File: src/rtl/button_pkg.sv
// button_pkg -- shared types and defaults for the pushbutton conditioner.
//   cond_state_t     : 2-bit conditioner FSM state encoding
//   DEBOUNCE_DEFAULT : default stable-sample count to accept a level change
//   LONG_DEFAULT     : default HELD-cycle count before a long press fires
//   cnt_width()      : counter width able to hold 0..max_val, never below 1 bit
package button_pkg;

  typedef enum logic [1:0] {
    IDLE         = 2'b00,
    PRESS_WAIT   = 2'b01,
    HELD         = 2'b10,
    RELEASE_WAIT = 2'b11
  } cond_state_t;

  localparam int unsigned DEBOUNCE_DEFAULT = 4;
  localparam int unsigned LONG_DEFAULT     = 10;

  function automatic int unsigned cnt_width(input int unsigned max_val);
    int unsigned w;
    w = $clog2(max_val + 1);
    return (w < 1) ? 1 : w;
  endfunction

endpackage

File: src/rtl/sync_2ff.sv
// sync_2ff -- two-flop synchronizer for a single asynchronous level.
//   clk : sampling clock (rising edge)
//   rst : synchronous, active-low reset; both flops clear to 0
//   d   : asynchronous input level
//   q   : synchronized level (second flop)
module sync_2ff (
  input  logic clk,
  input  logic rst,
  input  logic d,
  output logic q
);

  logic meta;

  always_ff @(posedge clk) begin
    if (!rst) begin
      meta <= 1'b0;
      q    <= 1'b0;
    end else begin
      meta <= d;
      q    <= meta;
    end
  end

endmodule

File: src/rtl/button_conditioner.sv
// button_conditioner -- synchronizes and debounces a raw pushbutton and
// produces a single strobe per accepted press.
//   clk         : sole clock, rising edge
//   rst         : synchronous, active-low reset
//   btn_in      : raw bouncing pushbutton level, active-high, asynchronous
//   press_pulse : one-cycle strobe per accepted press
//   btn_level   : debounced level, 1 in HELD or RELEASE_WAIT
//   long_press  : one-cycle strobe after LONG_CYCLES cycles in HELD
//   cond_state  : current FSM state encoding
// Optional feature macro: LONG_PRESS_EN (hold counter and long_press logic);
// when undefined long_press is tied to 0.
module button_conditioner
  import button_pkg::*;
#(
  parameter int unsigned DEBOUNCE_CYCLES = DEBOUNCE_DEFAULT,
  parameter int unsigned LONG_CYCLES     = LONG_DEFAULT
) (
  input  logic       clk,
  input  logic       rst,
  input  logic       btn_in,
  output logic       press_pulse,
  output logic       btn_level,
  output logic       long_press,
  output logic [1:0] cond_state
);

  localparam int unsigned    DEB_W    = cnt_width(DEBOUNCE_CYCLES);
  localparam logic [DEB_W-1:0] DEB_LAST = DEB_W'(DEBOUNCE_CYCLES - 1);

  logic             btn_sync;
  cond_state_t      state, state_nxt;
  logic [DEB_W-1:0] deb_cnt, deb_cnt_nxt;

  sync_2ff u_sync (
    .clk (clk),
    .rst (rst),
    .d   (btn_in),
    .q   (btn_sync)
  );

  // deb_cnt stops at DEB_LAST because the state always leaves on that value.
  always_comb begin
    state_nxt   = state;
    deb_cnt_nxt = deb_cnt;
    case (state)
      IDLE: begin
        if (btn_sync) begin
          state_nxt   = PRESS_WAIT;
          deb_cnt_nxt = '0;
        end
      end
      PRESS_WAIT: begin
        if (!btn_sync) begin
          state_nxt = IDLE;
        end else if (deb_cnt == DEB_LAST) begin
          state_nxt = HELD;
        end else begin
          deb_cnt_nxt = deb_cnt + 1'b1;
        end
      end
      HELD: begin
        if (!btn_sync) begin
          state_nxt   = RELEASE_WAIT;
          deb_cnt_nxt = '0;
        end
      end
      RELEASE_WAIT: begin
        if (btn_sync) begin
          state_nxt = HELD;
        end else if (deb_cnt == DEB_LAST) begin
          state_nxt = IDLE;
        end else begin
          deb_cnt_nxt = deb_cnt + 1'b1;
        end
      end
      default: begin
        state_nxt   = IDLE;
        deb_cnt_nxt = '0;
      end
    endcase
  end

  // press_pulse and btn_level are decoded from the next state so they line
  // up with the state register on the cycle after the transition.
  always_ff @(posedge clk) begin
    if (!rst) begin
      state       <= IDLE;
      deb_cnt     <= '0;
      press_pulse <= 1'b0;
      btn_level   <= 1'b0;
    end else begin
      state       <= state_nxt;
      deb_cnt     <= deb_cnt_nxt;
      press_pulse <= (state == PRESS_WAIT) && (state_nxt == HELD);
      btn_level   <= (state_nxt == HELD) || (state_nxt == RELEASE_WAIT);
    end
  end

  assign cond_state = state;

`ifdef LONG_PRESS_EN
  localparam int unsigned       HOLD_W   = cnt_width(LONG_CYCLES);
  localparam logic [HOLD_W-1:0] HOLD_MAX = HOLD_W'(LONG_CYCLES);

  logic [HOLD_W-1:0] hold_cnt;
  logic              long_q;

  // hold_cnt is kept through RELEASE_WAIT and saturates, so a release glitch
  // resumes counting without re-firing once the strobe has been issued.
  always_ff @(posedge clk) begin
    if (!rst) begin
      hold_cnt <= '0;
      long_q   <= 1'b0;
    end else begin
      long_q <= 1'b0;
      if (state == IDLE) begin
        hold_cnt <= '0;
      end else if ((state == HELD) && (hold_cnt != HOLD_MAX)) begin
        hold_cnt <= hold_cnt + 1'b1;
        long_q   <= (hold_cnt == HOLD_MAX - 1'b1);
      end
    end
  end

  assign long_press = long_q;
`else
  assign long_press = 1'b0;

  // LONG_CYCLES has no hardware here; keep it referenced by a legality guard.
  if (LONG_CYCLES < 1) begin : g_long_cycles_illegal
  end
`endif

endmodule

File: config.mk
export PLATFORM = sky130hd
export DESIGN_NAME = button_conditioner
export DESIGN_NICKNAME = d
export VERILOG_FILES = /design/src/rtl/button_pkg.sv /design/src/rtl/sync_2ff.sv /design/src/rtl/button_conditioner.sv
export SDC_FILE = /design/constraint.sdc
export NUM_CORES = 1
export LEC_CHECK = 0
export CAP_MARGIN = 15
export CORE_AREA = 2 2 39 41
export CTS_BUF_LIST = sky130_fd_sc_hd__clkbuf_4 sky130_fd_sc_hd__clkbuf_8 sky130_fd_sc_hd__clkbuf_16
export DETAILED_ROUTE_END_ITERATION = 10
export DIE_AREA = 0 0 41 43
export PLACE_DENSITY_LB_ADDON = 0.05
export SLEW_MARGIN = 20
export SYNTH_ARGS = -nofsm -noshare
export SYNTH_HDL_FRONTEND = slang
export SYNTH_SLANG_ARGS = --single-unit
File: constraint.sdc
create_clock -name clk -period 1.8 [get_ports clk]
set_input_delay 0.18 -clock clk [delete_from_list [all_inputs] [get_ports clk]]
set_output_delay 0.18 -clock clk [all_outputs]
set_load 0.1 [all_outputs]
==> results of run 1 <==
==> synth_stat cells, drive strengths merged <==
cell | count | area share, %
nand3b | 2 | 4.2
mux2i | 3 | 8.4
xor2 | 1 | 2.4
and2 | 2 | 3.5
conb | 1 | 1.0
and3 | 1 | 2.1
nand3 | 2 | 2.8
ha | 2 | 7.0
nand2 | 7 | 8.0
nor3 | 1 | 1.4
buf | 2 | 3.5
a21boi | 2 | 4.2
inv | 1 | 1.0
dfxtp | 9 | 50
==> final timing paths <==
path,startpoint,slack [ps],to,cells after the start
setup / recovery,cond_state[0],590,cond_state[0],1
setup reg to reg,deb_cnt[0],590,deb_cnt[0],5
hold / removal,u_sync.meta,430,u_sync.q,1
hold reg to reg,u_sync.meta,430,u_sync.q,1
==> state kept, by name, summed over array words and instances, names as in the netlist <==
name         flops
cond_state       2
press_pulse      1
deb_cnt          3
u_sync.q         1
btn_level        1
u_sync.meta      1
==> logic make-up after synthesis <==
logic type,after synthesis,share of synthesized area [%]
AND/OR/NAND/NOR,15,22.0
AO/OA/AOI/OAI,2,4.19
multiplexers,3,8.39
flip-flops,9,50.3
other,1,1.05
XOR/XNOR,1,2.45
adder cells (fa/ha/maj),2,6.99
buffers and inverters,3,4.54
==> report_power, final <==
| part | switching [W] | internal, W |
|---|---|---|
| sequential | 0.00000213 | 0.000202 |
| clock | 0.0000678 | 0.000100 |
| combinational | 0.0000197 | 0.00000841 |
| total | 0.0000897 | 0.000311 |
==> metrics by stage <==
stage                     cell area, sq um  hold WS (ps)  setup slack [ps]  power, W
final                                  445           433               595  0.000400
after global routing                   445           456               499  0.000425
after CTS                              445           438               583  0.000409
after detailed placement               415           423               593  0.000237
after global placement                 415           417               610  0.000237
after floorplan                        358           307               166  0.000232
==> per-layer routing <==
layer  GRT usage (%)  wire length [microns]
met3            6.28                     39
met2            12.2                    294
met1            10.5                    254
met4            6.00                      0
met5               0                      0
==> final cells by class <==
type	instances	area, sq um
flip-flops and latches	9	180
repair buffers	6	50.0
inverters	1	3.75
well taps	16	20.0
fillers	153	938
multi-input cells	24	161
clock buffers	4	30.0
==> impl_metrics.json, run 1 <==
{
  "detailedRoute.firstPassIterationCount": 1,
  "grt_max_degree": 13,
  "num_rows": 14,
  "areaGrowthSynthToFinish_pct": 24.5,
  "cpLargestDelayFamily": "flip-flops",
  "min_period_ps": 1210,
  "maxSlewViolCount": 0,
  "cp-start-kind": "flop",
  "die_h_microns": 43,
  "nets": 50,
  "drive_gt1_share_pct": 22.7,
  "drt-total-wl_microns": 588,
  "drv_cap": 0,
  "hold_violations": 0,
  "tns_ps": 0,
  "finalCritPeriodShare_pct": 66.9,
  "worstPathMaxFanout": 6,
  "cts_root_buffer": "clkbuf_4",
  "track_usage_pct": 9.29,
  "grt_pass1_wl_microns": 1000,
  "gr-total-overflow": 0,
  "dr.first_iter.drc_count": 0,
  "hold_class": "flop to flop",
  "path_cells": "buf_4",
  "p_leak_nw": 0.199,
  "clkTransAtPathRegs_ps": 60,
  "slowest_stage": "dfxtp_1",
  "fin_util_pct": 32.2,
  "die_w_microns": 41,
  "synth_fp_nets": 41,
  "clockBufferDepth": 2,
  "post_cts_buffers": 0,
  "cts_tree": "yes",
  "antenna_cells": 0,
  "cpPeakStageDelay_ps": 440,
  "clock_latency_ps": 250,
  "crit_type": "flop to primary output",
  "io_pins": 8,
  "clock_skew_ps": 4.62,
  "synth_seq_area_share_pct": 50.3,
  "ys_ff_latch": 9,
  "gp_congestion": 0.566,
  "num_vias": 258,
  "cts.sink_count": 9,
  "drtAntennaViolNets": 0,
  "port_buffers": 6,
  "ir_drop_uv": 309,
  "final_common_cell": "dfxtp_1",
  "setup_viol": 0,
  "yosys_warnings": 0,
  "syn_area_per_cell_sq_um": 9.94,
  "power-per-cell-area_nw_per_um2": 899,
  "vias_per_cell": 4.30,
  "netlist_area_sq_um": 358,
  "cp_data_required_time_ps": 1620,
  "path_buf_inv": 1,
  "cts.hold.buffers_added": 0,
  "worstPathArrival_ps": 1030,
  "synth_cells": 36,
  "cts_resized": 0,
  "cp-end-kind": "primary output",
  "dp.cells": 56,
  "grt_pass1_vias": 253,
  "wire_per_inst_microns": 9.80,
  "die_area_sq_um": 1760,
  "rsz0062_at_grt": "no",
  "final_cell_mix": "dfxtp_1, nand2_1, clkbuf_4, buf_4, mux2i_1",
  "cts-htree-levels": 1,
  "outcome": "finished, final reports clean",
  "synth.distinct_cells": 16,
  "numCtsBuffers": 3,
  "initial_utilization_pct": 25.9,
  "layout.cells.non_filler": 60,
  "antenna_found_initial": 0,
  "core_sq_um": 1380,
  "drc": 0,
  "fmax_mhz": 830
}
(Power assumes the default switching activity.)
==> run 2: changes to the inputs <==
- clock period: 1.8 -> 1.1 ns (I/O delays scaled with it)
==> impl_metrics.json, run 2 (synthesized netlist as in run 1, its figures left out) <==
{
  "whs_ps": 432,
  "p_leak_nw": 0.234,
  "wire_per_inst_microns": 10.6,
  "final_cell_mix": "nand2_1, dfxtp_1, clkbuf_4, buf_12, mux2i_1",
  "clock_skew_ps": 4.05,
  "drc": 0,
  "met2WireLength_microns": 333,
  "largest_register_ffs": 3,
  "min_period_ps": 1060,
  "setup_viol": 0,
  "dr.first_iter.drc_count": 2,
  "numCtsBuffers": 3,
  "ir_drop_uv": 580,
  "clock_latency_ps": 260,
  "cp_data_required_time_ps": 1290,
  "worstPathMaxFanout": 2,
  "fmax_mhz": 944,
  "grt_max_degree": 13,
  "hold_class": "primary input to flop",
  "cts_root_buffer": "clkbuf_4",
  "path_buf_inv": 0,
  "grt_pass1_wl_microns": 1140,
  "num_vias": 268,
  "maxSlewViolCount": 0,
  "power-per-cell-area_nw_per_um2": 1190,
  "io_pins": 8,
  "crit_type": "flop to flop",
  "cp-end-kind": "flop",
  "antenna_found_initial": 0,
  "grt_pass1_vias": 262,
  "hpwl_microns": 427,
  "port_buffers": 6,
  "areaGrowthSynthToFinish_pct": 53.8,
  "antenna_cells": 0,
  "track_usage_pct": 10.3,
  "die_h_microns": 43,
  "drive_gt1_share_pct": 40.0,
  "drt-total-wl_microns": 648,
  "gr-total-overflow": 0,
  "path_cells": "ha_4, ha_4, nand3b_1, mux2i_1",
  "cts.sink_count": 9,
  "cts-htree-levels": 1,
  "top_layer": "met4",
  "cpMostUsedCell": "ha_4",
  "cpPeakStageDelay_ps": 340,
  "hold_violations": 0,
  "initial_utilization_pct": 25.9,
  "routed-wl-met3_microns": 35,
  "rsz0062_at_grt": "yes",
  "detailedRoute.firstPassIterationCount": 2,
  "cts.hold.buffers_added": 0,
  "layout.cells.non_filler": 61,
  "cts_tree": "yes",
  "dp.cells": 56,
  "slowest_stage": "dfxtp_2",
  "cpLargestDelayFamily": "adder cells",
  "gp_congestion": 0.704,
  "vias_per_cell": 4.39,
  "largest-register": "deb_cnt",
  "num_rows": 14,
  "worstPathArrival_ps": 1250,
  "wl_met1_microns": 266,
  "drv_cap": 0,
  "clockBufferDepth": 2,
  "clkTransAtPathRegs_ps": 60,
  "place_area_sq_um": 475,
  "core_sq_um": 1380,
  "cp-start-kind": "flop",
  "nets": 51,
  "drtAntennaViolNets": 0,
  "final_cell_area_sq_um": 551,
  "die_area_sq_um": 1760,
  "die_w_microns": 41,
  "outcome": "finished, final reports clean",
  "finalCritPeriodShare_pct": 96.3
}
==> run 2: cell count changes in the layout (fill, tap and decap cells not counted) <==
cell and delta:
buf_4 -3, a21boi_0 -2, ha_1 -2, dfxtp_1 -4
ha_4 +2, buf_12 +4, nand2_2 -1, nand2_4 +2
a21boi_1 +2, dfxtp_4 +2, nand2_1 -1, dfxtp_2 +2
==> run 2: path summary, 6_finish.rpt <==
check,end,cells past startpoint,slack (ps),start
min,u_sync.meta,2,430,btn_in
max reg2reg,deb_cnt[2],4,40,deb_cnt[0]
min reg2reg,u_sync.q,1,440,u_sync.meta
max,deb_cnt[2],4,40,deb_cnt[0]
==> run 2: worst register-to-register path, stage by stage, from the launching register on <==
cell and delay (ps):
dfxtp_2 340, ha_4 160, ha_4 200, nand3b_1 150, mux2i_1 140
==> run 2: layout make-up <==
class	count	area, sq um
fillers	140	833
multi-input cells	24	199
flip-flops and latches	9	190
well taps	16	20.0
repair buffers	7	108
clock buffers	4	30.0
inverters	1	3.75
==> run 2: timing repair <==
| action | in CTS | in global routing |
|---|---|---|
| gates cloned | 0 | 0 |
| setup buffers | 1 | 0 |
| pin swaps | 2 | 1 |
| resized for setup | 8 | 2 |
| setup endpoints to repair | 5 | 5 |
==> run 2: power by group <==
group	switching (W)	internal, W	total, W
logic	0.0000328	0.0000172	0.0000501
clock network	0.000110	0.000164	0.000274
registers	0.00000454	0.000326	0.000331
==> run 2: layer usage <==
metal / vias up / global-route usage (%)
met3: 2 / 3.14
li1: 133 / -
met4: 0 / 12.0
met5: - / 0
met1: 126 / 11.7
met2: 7 / 13.1
==> run 2: per-stage QoR <==
stage / total power [W] / worst slack, ps / utilization (%) / setup TNS, ps
global route: 0.000693 / -8.00 / 39.8 / -8.00
CTS: 0.000668 / 26.6 / 39.1 / 0
detailed placement: 0.000387 / -58.6 / 34.4 / -221
floorplan: 0.000375 / 12.3 / - / 0
global placement: 0.000386 / -40.1 / 34.4 / -157
finish: 0.000655 / 40.7 / 39.8 / 0
==> run 3: changes to the inputs <==
- CELL_PAD_IN_SITES_DETAIL_PLACEMENT: default -> 2
- CELL_PAD_IN_SITES_GLOBAL_PLACEMENT: default -> 2
- CORE_AREA: 2 2 39 41 -> default
- CORE_UTILIZATION: default -> 24
- DIE_AREA: 0 0 41 43 -> default
- GPL_ROUTABILITY_DRIVEN: default -> 0
==> impl_metrics.json, run 3 (synthesized netlist as in run 1, its figures left out) <==
{
  "post_cts_buffers": 0,
  "final_cell_mix": "nand2_1, dfxtp_1, clkbuf_4, buf_12, mux2i_1",
  "cts_root_buffer": "clkbuf_4",
  "num_rows": 13,
  "areaGrowthSynthToFinish_pct": 55.6,
  "io_pins": 8,
  "hold_violations": 0,
  "pwr-share-clk_pct": 41.4,
  "comb_power_share_pct": 8.1,
  "cts-htree-levels": 1,
  "largest-register": "deb_cnt",
  "cp_data_required_time_ps": 1240,
  "cp-start-kind": "flop",
  "grt_pass1_vias": 264,
  "initial_utilization_pct": 26.5,
  "worstPathMaxFanout": 4,
  "crit_type": "flop to flop",
  "hpwl_microns": 592,
  "antenna_found_initial": 0,
  "swShare_pct": 22.2,
  "die_area_sq_um": 1650,
  "grt_max_degree": 13,
  "tns_ps": 0,
  "cp-end-kind": "flop",
  "nets": 52,
  "p_leak_nw": 0.239,
  "wire_per_inst_microns": 12.7,
  "drt-total-wl_microns": 777,
  "min_period_ps": 1050,
  "slowest_stage": "dfxtp_2",
  "die_w_microns": 40.6,
  "fin_util_pct": 41.2,
  "clock_latency_ps": 250,
  "clockBufferDepth": 2,
  "path_cells": "ha_4, ha_4, nand2_4, nand2_4, mux2i_1",
  "finalCritPeriodShare_pct": 95.2,
  "drtAntennaViolNets": 0,
  "rsz0062_at_grt": "no",
  "drive_gt1_share_pct": 41.3,
  "die_h_microns": 40.6,
  "port_buffers": 6,
  "track_usage_pct": 11.9,
  "dr.first_iter.drc_count": 1,
  "worstPathArrival_ps": 1190,
  "numCtsBuffers": 3,
  "antenna_cells": 0,
  "ir_drop_uv": 624,
  "num_vias": 276,
  "fmax_mhz": 955,
  "cts_tree": "yes",
  "grt_pass1_wl_microns": 1190,
  "outcome": "finished, final reports clean",
  "whs_ps": 436,
  "hold_class": "flop to flop",
  "dp.cells": 57,
  "clkTransAtPathRegs_ps": 60,
  "maxSlewViolCount": 0,
  "power-per-cell-area_nw_per_um2": 1180,
  "drc": 0,
  "finalPower_w": 0.000656,
  "drv_cap": 0,
  "p_int_w": 0.000510,
  "power.switching_w": 0.000146,
  "cpPeakStageDelay_ps": 340,
  "layout.cells.non_filler": 61,
  "core_sq_um": 1350,
  "setup_viol": 0,
  "gr-total-overflow": 0,
  "power.share.sequential_pct": 50.5,
  "largest_register_ffs": 3,
  "vias_per_cell": 4.52,
  "detailedRoute.firstPassIterationCount": 2,
  "clock_skew_ps": 7.05,
  "cts.sink_count": 9
}
## run 3: cell count changes in the layout (fill, tap and decap cells not counted)
cell   before  now
buf_4       1    2
## run 3: final cells by class
type                            instances  area (sq um)
Fill cell                             155           793
Timing Repair Buffer                    8           115
Sequential cell                         9           190
Tap cell                               15          18.8
Inverter                                1          3.75
Clock buffer                            4          30.0
Multi-Input combinational cell         24           199
## run 3: repair_timing
action	in CTS	in global routing
resized for setup	8	2
hold buffers	0	0
setup endpoints to repair	6	4
pin swaps	2	1
## run 3: per-layer routing
layer	track usage [%]	wire [microns]	up-vias
met2	16.3	368	7
met3	6.52	29	2
met5	0	0	-
met4	7.50	10	0
li1	-	-	137
met1	14.2	368	130
## run 3: path summary, 6_finish.rpt
path	from	end	slack, ps	cells past startpoint
hold / removal	u_sync.meta	u_sync.q	440	1
hold reg to reg	u_sync.meta	u_sync.q	440	1
setup / recovery	deb_cnt[1]	deb_cnt[0]	50	5
setup reg to reg	deb_cnt[1]	deb_cnt[0]	50	5
## run 3: critical path: cells and delay by family, from the launching register on
kind                       cells  cell delay [ps]
and+or+nand+nor                2              140
muxes                          1              130
DFF                            1              340
adders and majority gates      2              320
## run 3: power groups by stage
stage	Sequential (W)	Combinational, W	Clock, W
final	0.000331	0.0000532	0.000271
after detailed placement	0.000339	0.0000526	0
after floorplan	0.000344	0.0000314	0
after global routing	0.000332	0.0000576	0.000316
after global placement	0.000338	0.0000513	0
after CTS	0.000331	0.0000540	0.000286
## run 3: per-stage QoR
step	setup WS, ps	area [sq um]
2_1_floorplan	12.3	368
3_3_place_gp	-39.8	489
3_5_place_dp	-78.6	489
4_1_cts	10.9	547
5_1_grt	19.4	557
6_report	52.7	557
